===== src/rtl/store_pkg.sv =====
// Shared types and helpers for the sub-word store path.
package store_pkg;

  localparam int unsigned DATA_W = 32;
  localparam int unsigned SIZE_W = 2;

  typedef enum logic [SIZE_W-1:0] {
    SZ_BYTE = 2'b00,
    SZ_HALF = 2'b01,
    SZ_WORD = 2'b10,
    SZ_RSVD = 2'b11
  } size_e;

  typedef enum logic [2:0] {
    IDLE,
    RD,
    WAIT,
    MRG,
    WR
  } state_e;

  typedef struct packed {
    size_e             size;
    logic [1:0]        addr_lo;
    logic [DATA_W-1:0] wdata;
  } req_t;

  // Bit lane (0 = bits [7:0]) holding a given byte address within a word.
  function automatic logic [1:0] lane_index(input logic [1:0] addr, input bit big_endian);
    return big_endian ? 2'(2'd3 - addr) : addr;
  endfunction

  function automatic logic misaligned(input size_e size, input logic [1:0] addr_lo);
    case (size)
      SZ_BYTE: return 1'b0;
      SZ_HALF: return addr_lo[0];
      SZ_WORD: return addr_lo != 2'b00;
      default: return 1'b1;
    endcase
  endfunction

endpackage


===== src/rtl/store_lane_merge.sv =====
// Combinational byte/halfword insertion of store data into an old memory word.
module store_lane_merge
  import store_pkg::*;
#(
  parameter bit BIG_ENDIAN = 1'b0
) (
  input  logic [DATA_W-1:0] old_word,
  input  logic [DATA_W-1:0] wdata,
  input  size_e             size,
  input  logic [1:0]        addr_lo,
  output logic [DATA_W-1:0] merged_c
);

  logic [1:0] byte_addr;

  // Walk the four bit lanes; the lane/address map is its own inverse.
  always_comb begin
    merged_c  = old_word;
    byte_addr = 2'b00;
    for (int k = 0; k < 4; k++) begin
      byte_addr = lane_index(2'(k), BIG_ENDIAN);
      case (size)
        SZ_BYTE: if (byte_addr == addr_lo) merged_c[8*k +: 8] = wdata[7:0];
        SZ_HALF: if (byte_addr[1] == addr_lo[1])
                   merged_c[8*k +: 8] = (byte_addr[0] ^ BIG_ENDIAN) ? wdata[15:8] : wdata[7:0];
        SZ_WORD: merged_c[8*k +: 8] = wdata[8*k +: 8];
        default: ;
      endcase
    end
  end

endmodule


===== src/rtl/store_rmw_unit.sv =====
// MIPS sb/sh/sw executor for word-only data memory; sub-word stores use read-modify-write.
module store_rmw_unit
  import store_pkg::*;
#(
  parameter int unsigned ADDR_W     = 10,
  parameter bit          BIG_ENDIAN = 1'b0
) (
  input  logic              Clk,
  input  logic              Reset_n,
  input  logic              Req,
  input  logic [SIZE_W-1:0] Size,
  input  logic [DATA_W-1:0] Addr,
  input  logic [DATA_W-1:0] WData,
  output logic              Busy,
  output logic              Done,
  output logic              Err,
  output logic [ADDR_W-1:0] MemAddr,
  output logic              MemRdEn,
  input  logic [DATA_W-1:0] MemRData,
  output logic              MemWrEn,
  output logic [DATA_W-1:0] MemWData
);

  state_e            state;
  req_t              req_q;
  logic [DATA_W-1:0] old_q;
  logic [DATA_W-1:0] merged_c;
  size_e             req_size;
  logic              unused_addr_hi;

  assign req_size       = size_e'(Size);
  assign unused_addr_hi = ^Addr[DATA_W-1:ADDR_W+2];

  store_lane_merge #(
    .BIG_ENDIAN(BIG_ENDIAN)
  ) u_merge (
    .old_word (old_q),
    .wdata    (req_q.wdata),
    .size     (req_q.size),
    .addr_lo  (req_q.addr_lo),
    .merged_c (merged_c)
  );

  // Sequencer with registered strobes; Done/Err/strobes default low each cycle.
  always_ff @(posedge Clk or negedge Reset_n) begin
    if (!Reset_n) begin
      state    <= IDLE;
      req_q    <= '0;
      old_q    <= '0;
      Busy     <= 1'b0;
      Done     <= 1'b0;
      Err      <= 1'b0;
      MemAddr  <= '0;
      MemRdEn  <= 1'b0;
      MemWrEn  <= 1'b0;
      MemWData <= '0;
    end else begin
      Done    <= 1'b0;
      Err     <= 1'b0;
      MemRdEn <= 1'b0;
      MemWrEn <= 1'b0;
      case (state)
        IDLE: begin
          if (Req) begin
            req_q   <= '{size: req_size, addr_lo: Addr[1:0], wdata: WData};
            MemAddr <= Addr[ADDR_W+1:2];
            if (misaligned(req_size, Addr[1:0])) begin
              Err <= 1'b1;
            end else if (req_size == SZ_WORD) begin
              state    <= WR;
              Busy     <= 1'b1;
              MemWrEn  <= 1'b1;
              MemWData <= WData;
              Done     <= 1'b1;
            end else begin
              state   <= RD;
              Busy    <= 1'b1;
              MemRdEn <= 1'b1;
            end
          end
        end
        RD:   state <= WAIT;
        WAIT: begin
          old_q <= MemRData;
          state <= MRG;
        end
        MRG: begin
          MemWData <= merged_c;
          MemWrEn  <= 1'b1;
          Done     <= 1'b1;
          state    <= WR;
        end
        WR: begin
          Busy  <= 1'b0;
          state <= IDLE;
        end
        default: begin
          Busy  <= 1'b0;
          state <= IDLE;
        end
      endcase
    end
  end

endmodule


===== config.mk =====
export PLATFORM = sky130hd
export DESIGN_NAME = store_rmw_unit
export DESIGN_NICKNAME = d
export VERILOG_FILES = /design/src/rtl/store_pkg.sv /design/src/rtl/store_lane_merge.sv /design/src/rtl/store_rmw_unit.sv
export SDC_FILE = /design/constraint.sdc
export NUM_CORES = 1
export LEC_CHECK = 0
export CAP_MARGIN = 10
export CORE_MARGIN = 2
export CORE_UTILIZATION = 40
export CTS_CLUSTER_SIZE = 20
export DETAILED_ROUTE_END_ITERATION = 8
export PLACE_DENSITY_LB_ADDON = 0.08
export SETUP_SLACK_MARGIN = 0.4
export SYNTH_ARGS = -nofsm -noshare
export SYNTH_HDL_FRONTEND = slang
export SYNTH_HIERARCHICAL = 1
export SYNTH_SLANG_ARGS = --single-unit

===== constraint.sdc =====
create_clock -name Clk -period 2.75 [get_ports Clk]
set_clock_uncertainty 0.2 [all_clocks]
set_input_delay 0.275 -clock Clk [delete_from_list [all_inputs] [get_ports Clk]]
set_output_delay 0.275 -clock Clk [all_outputs]
set_load 0.03 [all_outputs]

**Word level (Yosys, flattened, before mapping)**

Cells that the tools add are included.

- Logic and storage cells: 73
- Bits of input ports: 101
- Bits in registers: 117

- Mux-type cells: 37
- Reduce and logical (&&, ||, !) cells: 11
- Equality and inequality tests: 13
- Bitwise operators: 1

Operators with widths:

| cell | number |
|---|---|
| 2-to-1 mux 32 bit | 3 |
| one-hot mux 8 bit (3 select lines) | 4 |
| 2-to-1 mux 8 bit | 8 |
| one-hot mux 32 bit (2 select lines) | 1 |
| 2-to-1 mux 1 bit | 14 |
| one-hot mux 3 bit (4 select lines) | 1 |
| 2-to-1 mux 3 bit | 3 |
| equality test 3 x 2 -> 1 bit (second input constant) | 2 |
| zero test 2 bit | 3 |
| != test 2 bit (second input constant) | 3 |
| equality test 2 x 1 -> 1 bit (second input constant) | 2 |
| equality test 2 bit (first input constant) | 2 |
| equality test 2 bit (second input constant) | 2 |
| one-hot mux 1 bit (2 select lines) | 2 |
| AND reduction 2 bit | 2 |
| AND reduction 4 bit | 1 |
| nonzero test 2 bit | 2 |
| equality test 3 x 1 -> 1 bit (second input constant) | 1 |
| zero test 3 bit | 1 |
| one-hot mux 1 bit (3 select lines) | 1 |
| AND reduction 3 bit | 1 |
| OR reduction 3 bit | 1 |
| equality test 1 x 2 -> 1 bit (first input constant) | 1 |
| inverter 1 bit | 1 |

**Longest topological paths before layout**

Gate-level depths: netlist of run 1.

- Depth in word-level cells: 7
- Gate-level depth with buffers: 8
- Depth with buffers taken out: 5

**By module**

Netlist of run 1, hierarchy kept.

By module, submodules not included:

| module | area each (µm²) | times used | cells an instance |
|---|---|---|---|
| store_rmw_unit | 4773.3 | 1 | 391 |
| store_lane_merge | 979.7 | 1 | 129 |

**Worst setup path before layout of run 1**

Ideal clock, no wire load.

- Path kind: register -> register
- Start: register state[0]
- End: register MemWData[14]
- Required time: 2.425 ns
- Library setup time: 0.125 ns
- Path slack: 0.399 ns
- Cell stages (with the launch flop): 7
- Arrival time: 2.026 ns
- Cells stage by stage: dfrtp_1 buf_2 or4b_1 buf_2 o41ai_4 buf_6 mux2_2

- Longest elaborated chain between the ends: 3
- Elaborated cells on any way between the ends: 8
- Those cells by class: eq/ne: 4; mux: 1; reduce/logical: 3

RTL lines:

| what | line | RTL |
|---|---|---|
| start, declared | store_rmw_unit.sv:24 | `state_e state;` |
| start signal, assigned | store_rmw_unit.sv:47 | `state <= IDLE;` |
| start signal, assigned | store_rmw_unit.sv:70 | `state <= WR;` |
| start signal, assigned | store_rmw_unit.sv:76 | `state <= RD;` |
| equality test 3 x 2 -> 1 bit or zero test 3 bit (tied branches) | store_rmw_unit.sv:62 | `case (state)` |
| nonzero test 2 bit (no source line) or != test 2 bit (tied branches) | -- |  |
| AND reduction 4 bit (no source line) | -- |  |
| end signal, assigned | store_rmw_unit.sv:73 | `MemWData <= WData;` |
| end signal, assigned | store_rmw_unit.sv:88 | `MemWData <= merged_c;` |
| end, declared | store_rmw_unit.sv:21 | `output logic [DATA_W-1:0] MemWData` |

Several ways; a longest one is shown, not always the timed one.
A chain may end at the register's enable or synchronous reset.

**Worst setup path after layout of run 1**

- Start: register state[2]
- End: register MemWData[31]

The elaborated chain is that of the path after synthesis.

==> flow_metrics.tcl, run 1 <==
set metrics [dict create \
    endpoint_kind "flop" \
    r2r_cells 5 \
    synth_seq_cells 117 \
    drive_gt1_frac 0.246 \
    grt_pass1_wl_mm 24.3 \
    remaining_drc_errors 0 \
    antenna_found_initial 0 \
    regToRegStartpoint "state[2]$_DFFE_PN0P_" \
    h-tree-depth 4 \
    start_util 0.411 \
    path_max_fanout 9 \
    numPlacedInstances 810 \
    yosysMostFrequentCell "nand2_1" \
    synth_async_sr_flop_share 1.00 \
    slew_headroom 0.620 \
    worstPathArrival_ps 2380 \
    required_ps 2850 \
    diodes 0 \
    clock_path_buffers 2 \
    avgSynthCellArea_um2 11.1 \
    setup_ws_ps 466 \
    total_power_w 0.0105 \
    yosys.area.top_type "dfrtp_1" \
    ff2ff_setup_slack_ps 470 \
    cp_cell_sequence "or4b_4 > o41ai_4 > buf_4 > buf_8 > mux2_2" \
    cp_slowest_stage_delay_ps 560 \
    fin_cells 850 \
    syn-cell-area_um2 5750 \
    holdWs_ps 100 \
    area.growth.synth_to_final_pct 38.0 \
    rr_endpoint "MemWData[31]$_DFFE_PN0P_" \
    rsz0062_at_grt "false" \
    fin_crit_ps 2280 \
    ioPinCount 148 \
    cpMaxStageDelayCell "or4b_4" \
    drtAntennaViolNets 0 \
    totalNegativeSetupSlack_ps 0 \
    io_buffers 127 \
    drt_pass1_iterations 4 \
    synthFlopType "dfrtp_1" \
    internal_power_w 0.00647 \
    synth_top_area_frac 0.509 \
    swShare 0.384 \
    cts_tree "yes" \
    comb_power_share 0.480 \
    grt_start_max_net_pins 55 \
    max_freq_mhz 438 \
    yosys-top-cells-count "nand2_1, dfrtp_1, mux2_2" \
    routedWlPerCell_um 18.0 \
    ys_types 41 \
    finalWeightedCongestion 0.768 \
    vias 4432 \
    crit_end "MemWData[31]$_DFFE_PN0P_" \
    numCtsBuffers 17 \
    drtIter0Drc 289 \
    setup_viol 0 \
    clk_pin_slew_worst_paths_ps 60 \
    hpwl_mm 10.2 \
    drv_slew 0 \
    p_seq_frac 0.315 \
    core_um2 14000 \
    grt_pass1_vias 4578 \
    dp_slack_ps 24.2 \
    grt-ovfl-total 0 \
    die_h_um 124 \
    min_path_type "input pin to asynchronous set/reset pin" \
    critPathKind "flop to flop" \
    p_sw_w 0.00404 \
    vdd_drop_max_mv 0.674 \
    critPathLaunch "state[2]$_DFFE_PN0P_" \
    yosys_warnings 6 \
    worst_pin_slew_ps 569 \
    p_leak_nw 3.48 \
    cp-start-kind "flop" \
    clkPwrFrac 0.205 \
    gr-usage-all-layers 0.212 \
    fillers 1219 \
    cts_sinks 117 \
    fp-row-count 43 \
    yosys-top-cells-area "dfrtp_1, mux2_2, nand2_1" \
    root_buffer "clkbuf_16" \
    dieWidth_um 124 \
    wirelength_mm 15.3 \
    maxCapViolations 0 \
    synth.net_count 621 \
    power.density_nw_per_um2 1320 \
    outcome "complete, no violations" \
    viasPerCell 5.21 \
    yosysSeqAreaShare 0.509 \
    synth_edf_count 0 \
    dieArea_um2 15400 \
    worst_skew_pair.late_latency_ps 420 \
    finalHoldViolations 0 \
    fin_crit_sh 0.831 \
    final_nets 759 \
    synthCells 520 \
]
## logic make-up (layout without fill, tap and decap cells)
kind of cell           Yosys count  count (layout)  share of synthesized area
buffers and inverters           40             190                     0.0363
AND/OR/NAND/NOR                191             191                      0.144
XOR/XNOR                         1               1                    0.00152
flip-flops                     117             117                      0.509
AO/OA/AOI/OAI                   51              51                     0.0766
multiplexers                   120             120                      0.233
## registers in the layout, summed over array words and instances (netlist names)
signal,flops
req_q,36
MemAddr,10
Err,1
MemRdEn,1
MemWData,32
state,3
old_q,32
MemWrEn,1
Busy,1
## metrics by stage
step	cell area, µm²	util
after floorplan	5750	-
after global routing	7940	0.568
final	7940	0.568
after detailed placement	7230	0.517
after CTS	7890	0.564
after global placement	7230	0.517
## routing by layer
| metal | wire length (µm) | GRT usage |
|---|---|---|
| met1 | 7270 | 0.294 |
| met2 | 7030 | 0.330 |
| met3 | 829 | 0.0554 |
| met4 | 157 | 0.0590 |
| met5 | 0 | 0 |
## worst min path at each step
stage	endpoint	slack, ps	depth (start not counted)
2_1_floorplan	Busy$_DFFE_PN0P_	-220	0
3_3_place_gp	MemWrEn$_DFF_PN0_	-10	1
3_5_place_dp	MemWrEn$_DFF_PN0_	-10	1
4_1_cts	Err$_DFF_PN0_	100	2
5_1_grt	MemWData[25]$_DFFE_PN0P_	130	2
6_report	Err$_DFF_PN0_	100	2
## area by class of cell
| class | count | area [µm²] | area share |
|---|---|---|---|
| inverters | 5 | 18.8 | 0.00236 |
| well taps | 180 | 225 | 0.0284 |
| clock inverters | 10 | 105 | 0.0132 |
| clock buffers | 21 | 470 | 0.0593 |
| flip-flops and latches | 117 | 2930 | 0.370 |
| repair buffers | 154 | 1540 | 0.193 |
| multi-input cells | 363 | 2650 | 0.334 |
## critical path: cells and delay by family, from the launching register on
| kind | cells | cell delay, ps |
|---|---|---|
| simple gates | 1 | 560 |
| mux | 1 | 340 |
| flops | 1 | 410 |
| compound gates | 1 | 310 |
| buf+inv | 2 | 350 |
## cell usage in the layout (no fill, tap or decap), types with 10 or more instances in the layout
cell type        count
nor3_1              11
and2_1              10
mux2_2              90
nand2_1            143
a221oi_1            10
clkbuf_16           17
mux2i_1             10
buf_4               21
mux2_1              20
dfrtp_1            112
clkdlybuf4s50_1    126
## timing repair
| item | in CTS | in global routing |
|---|---|---|
| gates cloned | 1 | 0 |
| endpoints found under the setup margin | 32 | 32 |
| buffers inserted | 5 | 2 |
| gates resized for setup | 7 | 10 |
| endpoints found under the hold margin | 74 | 0 |
| pin swaps | 2 | 0 |
| hold buffers | 1 | 0 |
## power groups by stage
stage	Combinational, W	Clock (W)	Sequential (W)
6_report	0.00504	0.00216	0.00331
2_1_floorplan	0.00275	0	0.00371
4_1_cts	0.00501	0.00219	0.00330
3_5_place_dp	0.00485	0	0.00332
3_3_place_gp	0.00475	0	0.00329
5_1_grt	0.00545	0.00227	0.00342
Note: power is estimated with default switching activity, not from simulation.
==> run 2: changes to the inputs <==
==> constraint.sdc (replaced) <==
create_clock -name Clk -period 2.32 [get_ports Clk]
set_clock_uncertainty 0.2 [all_clocks]
set_input_delay 0.232 -clock Clk [delete_from_list [all_inputs] [get_ports Clk]]
set_output_delay 0.232 -clock Clk [all_outputs]
set_load 0.03 [all_outputs]
==> run 2 against run 1 <==
  * Non-clock buffer count up 10
  * Global-route usage grew 0.95 points
  * Die area unchanged
  * Fmax grew 3.8%
  * Critical path depth rose by 1
  * Worst hold slack better by 42 ps
  * Final cell count rose by 1.3%
  * Critical path type unchanged
  * Critical endpoint unchanged
  * Largest power group unchanged
==> flow_metrics.tcl, run 2 (same netlist as run 1, synthesis figures left out) <==
set metrics [dict create \
    maxCapViolations 0 \
    grt_pass1_vias 4839 \
    vias 4515 \
    wl_met1_mm 7.05 \
    cp-start-kind "flop" \
    antenna_found_initial 0 \
    power.density_nw_per_um2 1600 \
    hpwl_mm 10.6 \
    diodes 0 \
    finalWeightedCongestion 0.779 \
    wirelength_mm 15.9 \
    dieWidth_um 124 \
    fp-row-count 43 \
    fin_crit_sh 0.949 \
    area.growth.synth_to_final_pct 44.7 \
    drtIter0Drc 260 \
    critPathKind "flop to flop" \
    largest_registers "req_q x36, MemWData x32, old_q x32" \
    fin_crit_ps 2200 \
    worst_skew_pair.late_latency_ps 410 \
    drv_slew 0 \
    clk_pin_slew_worst_paths_ps 50 \
    drive_gt1_frac 0.282 \
    gr-usage-all-layers 0.221 \
    placement.cell_area_um2 7360 \
    cp_slowest_stage_delay_ps 440 \
    p_leak_nw 3.83 \
    slew_headroom 0.574 \
    final_nets 769 \
    endpoint_kind "flop" \
    io_buffers 127 \
    wl_met2_mm 7.58 \
    design_area_um2 8320 \
    layout_commonest_cell "nand2_1" \
    ioPinCount 148 \
    finalHoldViolations 0 \
    grt-ovfl-total 0 \
    critPathTopFamily "multiplexers" \
    routedWlPerCell_um 18.5 \
    vdd_drop_max_mv 0.824 \
    dieArea_um2 15400 \
    required_ps 2420 \
    path_max_fanout 17 \
    clock_path_buffers 2 \
    grt_start_max_net_pins 118 \
    outcome "complete, no violations" \
    start_util 0.411 \
    rsz0062_at_grt "true" \
    holdWs_ps 142 \
    fin_util 0.595 \
    setup_viol 0 \
    min_path_type "input pin to flop" \
    drt_pass1_iterations 4 \
    cpMaxStageDelayCell "dfrtp_1" \
    cp_cell_sequence "buf_4 > and2_2 > a221oi_2 > o32ai_2 > mux2_2 > mux2_4" \
    root_buffer "clkbuf_16" \
    fillers 1211 \
    totalNegativeSetupSlack_ps 0 \
    grt_pass1_wl_mm 25.2 \
    numCtsBuffers 17 \
    worst_pin_slew_ps 638 \
    core_um2 14000 \
    met3_length_mm 1.12 \
    die_h_um 124 \
    topRoutingLayerUsed "met4" \
    regMostFlops "req_q" \
    layout_common_cells "nand2_1, dfrtp_1, clkdlybuf4s50_1" \
    max_freq_mhz 454 \
    cts_sinks 117 \
    path_buf_inv 1 \
    cts_tree "yes" \
    viasPerCell 5.24 \
    largest_register_ffs 36 \
    worstPathArrival_ps 2300 \
    drtAntennaViolNets 0 \
    h-tree-depth 4 \
    remaining_drc_errors 0 \
]
-- run 2: changes by cell type in the layout (fill, tap and decap cells not counted), moves of 4 or more --
cell             before  now
mux2_2               90   78
dfrtp_2               5    1
dfrtp_1             112  116
clkdlybuf4s50_1     126  112
mux2_1               20    0
buf_12                4    9
dlymetal6s2s_1        0   13
mux2_4                0   32
-- run 2: area by class of cell --
class                   count  area [µm²]  area share
well taps                 180         225      0.0271
inverters                   5        18.8     0.00225
repair buffers            164        1730       0.208
clock inverters            10         178      0.0213
multi-input cells         363        2790       0.335
clock buffers              22         454      0.0546
flip-flops and latches    117        2930       0.352
-- run 2: layer usage --
metal,vias to the layer above,global-route usage
met5,-,0
met4,0,0.0730
met3,19,0.0742
met2,143,0.354
met1,2221,0.283
li1,2132,-
-- run 2: worst min-delay path, stage by stage --
cell and delay [ps]:
clkdlybuf4s50_1 390, nand2_1 60, nand2_1 40
-- run 2: worst paths after layout --
path | startpoint | end | slack, ps | cells past startpoint
hold reg to reg | MemAddr[3]$_DFFE_PN0P_ | MemAddr[3]$_DFFE_PN0P_ | 270 | 2
setup / recovery | req_q[34]$_DFFE_PN0P_ | MemWData[31]$_DFFE_PN0P_ | 120 | 6
max in group asynchronous | Reset_n | req_q[35]$_DFFE_PN0P_ | 1150 | 3
min in group asynchronous | Reset_n | old_q[28]$_DFFE_PN0P_ | 260 | 3
setup reg to reg | req_q[34]$_DFFE_PN0P_ | MemWData[31]$_DFFE_PN0P_ | 120 | 6
hold / removal | Addr[8] | MemAddr[6]$_DFFE_PN0P_ | 140 | 3
-- run 2: repair_timing --
| item | 4_1_cts | 5_1_grt |
|---|---|---|
| cloned | 1 | 1 |
| setup endpoints to repair | 82 | 47 |
| resized for setup | 27 | 44 |
| hold buffers | 1 | 0 |
| buffers inserted | 2 | 3 |
| pin swaps | 2 | 2 |
| endpoints found under the hold margin | 117 | 0 |
-- run 2: report_power, final --
| part | switching (W) | internal, W |
|---|---|---|
| registers | 0.000858 | 0.00307 |
| logic | 0.00315 | 0.00340 |
| clock network | 0.000909 | 0.00192 |
| total | 0.00492 | 0.00840 |
-- run 2: metrics by stage --
step	total power, W	worst slack (ps)	cells
CTS	0.0131	77.1	857
detailed placement	0.00991	-339	821
global route	0.0141	77.9	861
finish	0.0133	119	861
floorplan	0.00767	-30.8	520
global placement	0.00975	-347	821
==> run 3: changes to the inputs <==
--- a/config.mk
+++ b/config.mk
@@ -6,6 +6,7 @@
 export NUM_CORES = 1
 export LEC_CHECK = 0
 export CAP_MARGIN = 10
+export CORE_ASPECT_RATIO = 0.75
 export CORE_MARGIN = 2
 export CORE_UTILIZATION = 40
 export CTS_CLUSTER_SIZE = 20
==> run 3 against run 2 <==
  * Sequential share of layout area is 0.20 points higher
  * Critical path type unchanged
  * Power stayed put
  * Highest routed layer unchanged
  * Design area is 0.62% lower
  * Setup slack worse by 46 ps
  * Critical endpoint is now MemWData[26]$_DFFE_PN0P_
  * Largest power group unchanged
  * Sequential power hardly changed
  * Combinational power is 2% lower
==> flow_metrics.tcl, run 3 (same netlist as run 1, synthesis figures left out) <==
set metrics [dict create \
    fin_crit_ps 2250 \
    rr_endpoint "MemWData[26]$_DFFE_PN0P_" \
    drive_gt1_frac 0.262 \
    grt_use_met3 0.0623 \
    path_buf_inv 2 \
    path_max_fanout 6 \
    total_power_w 0.0133 \
    grt_start_max_net_pins 51 \
    crit_end "MemWData[26]$_DFFE_PN0P_" \
    max_freq_mhz 445 \
    cts_tree "yes" \
    regToRegStartpoint "state[0]$_DFFE_PN0P_" \
    vdd_drop_max_mv 0.900 \
    worst_pin_slew_ps 539 \
    worst_skew_pair.late_latency_ps 410 \
    area.growth.synth_to_final_pct 43.8 \
    start_util 0.414 \
    r2r_cells 5 \
    grt_pass1_wl_mm 26.1 \
    worstPathArrival_ps 2340 \
    core_um2 13900 \
    dp_slack_ps -318 \
    critPathTopFamily "simple AND/OR/NAND/NOR gates" \
    fillers 1135 \
    grt-ovfl-total 0 \
    ff2ff_setup_slack_ps 70 \
    placement.cell_area_um2 7330 \
    endpoint_kind "flop" \
    slew_headroom 0.636 \
    critPathLaunch "state[0]$_DFFE_PN0P_" \
    outcome "complete, no violations" \
    finalWeightedCongestion 0.839 \
    min_path_type "input pin to asynchronous set/reset pin" \
    fp-row-count 37 \
    top_usage_layer "met2" \
    use_met2 0.348 \
    power.density_nw_per_um2 1610 \
    routedWlPerCell_um 19.2 \
    drtIter0Drc 340 \
    cpMaxStageDelayCell "or4b_4" \
    holdWs_ps 89.3 \
    dieArea_um2 15400 \
    largest_register_ffs 36 \
    cp-start-kind "flop" \
    maxCapViolations 0 \
    diodes 0 \
    dieWidth_um 142 \
    grt_pass1_vias 4768 \
    drv_slew 0 \
    root_buffer "clkbuf_16" \
    antenna_found_initial 0 \
    layout_commonest_cell "nand2_1" \
    grtUsageMet1 0.316 \
    setup_ws_ps 72.8 \
    numCtsBuffers 17 \
    final_nets 768 \
    vias 4502 \
    die_h_um 108 \
    hpwl_mm 10.9 \
    design_area_um2 8270 \
    cp.depth 5 \
    regMostFlops "req_q" \
    ioPinCount 148 \
    required_ps 2410 \
    cp_cell_sequence "or4b_4 > o41ai_4 > buf_4 > clkbuf_16 > mux2_1" \
    gr-usage-all-layers 0.225 \
    finalHoldViolations 0 \
    h-tree-depth 4 \
    setup_viol 0 \
    clock_path_buffers 2 \
    io_buffers 127 \
    wirelength_mm 16.4 \
    layout_common_cells "nand2_1, clkdlybuf4s50_1, dfrtp_1" \
    remaining_drc_errors 0 \
    rsz0062_at_grt "true" \
    fin_crit_sh 0.969 \
    drt_pass1_iterations 8 \
    drtAntennaViolNets 0 \
    largest_registers "req_q x36, MemWData x32, old_q x32" \
    critPathKind "flop to flop" \
    p_leak_nw 3.72 \
    viasPerCell 5.27 \
    cp_slowest_stage_delay_ps 560 \
    clk_pin_slew_worst_paths_ps 60 \
    cts_sinks 117 \
]
[run 3: changes by cell type in the layout (fill, tap and decap cells not counted), moves of 3 or more]
cell / previous run / this run
mux2_4: 32 / 20
mux2_1: 0 / 12
clkdlybuf4s50_1: 112 / 120
clkbuf_1: 4 / 1
dlymetal6s2s_1: 13 / 6
clkinv_2: 4 / 1
[run 3: metal layers]
| layer | up-vias | routed length [µm] |
|---|---|---|
| met2 | 137 | 7570 |
| li1 | 2121 | - |
| met1 | 2229 | 7680 |
| met4 | 0 | 177 |
| met3 | 15 | 987 |
| met5 | - | 0 |
[run 3: what timing repair did]
item	in CTS	in global routing
setup buffers	4	0
pin swaps	2	2
cloned	2	1
endpoints found under the hold margin	117	0
hold buffers	1	0
setup endpoints to repair	81	58
resized for setup	27	11
[run 3: final cells by class]
cell class	count	area, µm²	area share
sequential	117	2930	0.354
clock buffer	21	470	0.0569
multi-input combinational	363	2710	0.328
inverter	5	18.8	0.00227
timing repair buffer	163	1730	0.209
clock inverter	11	196	0.0237
tap	175	219	0.0265
[run 3: report_power, final]
part / internal (W) / total (W) / switching (W)
logic: 0.00327 / 0.00645 / 0.00317
clock network: 0.00200 / 0.00296 / 0.000960
registers: 0.00307 / 0.00392 / 0.000850
[run 3: stage by stage]
| stage | utilization | instances | TNS (ps) |
|---|---|---|---|
| finish | 0.596 | 855 | 0 |
| floorplan | - | 520 | -700 |
| global route | 0.596 | 855 | 0 |
| CTS | 0.592 | 854 | 0 |
| detailed placement | 0.528 | 815 | -9650 |
| global placement | 0.528 | 815 | -9340 |
[run 3: worst min path at each step]
| stage | from | endpoint |
|---|---|---|
| after floorplan | Reset_n | Busy$_DFFE_PN0P_ |
| after global placement | Reset_n | MemWData[28]$_DFFE_PN0P_ |
| after detailed placement | Reset_n | MemWData[28]$_DFFE_PN0P_ |
| after CTS | Reset_n | MemWData[28]$_DFFE_PN0P_ |
| after global routing | Reset_n | MemWData[28]$_DFFE_PN0P_ |
| final | Reset_n | MemWData[28]$_DFFE_PN0P_ |
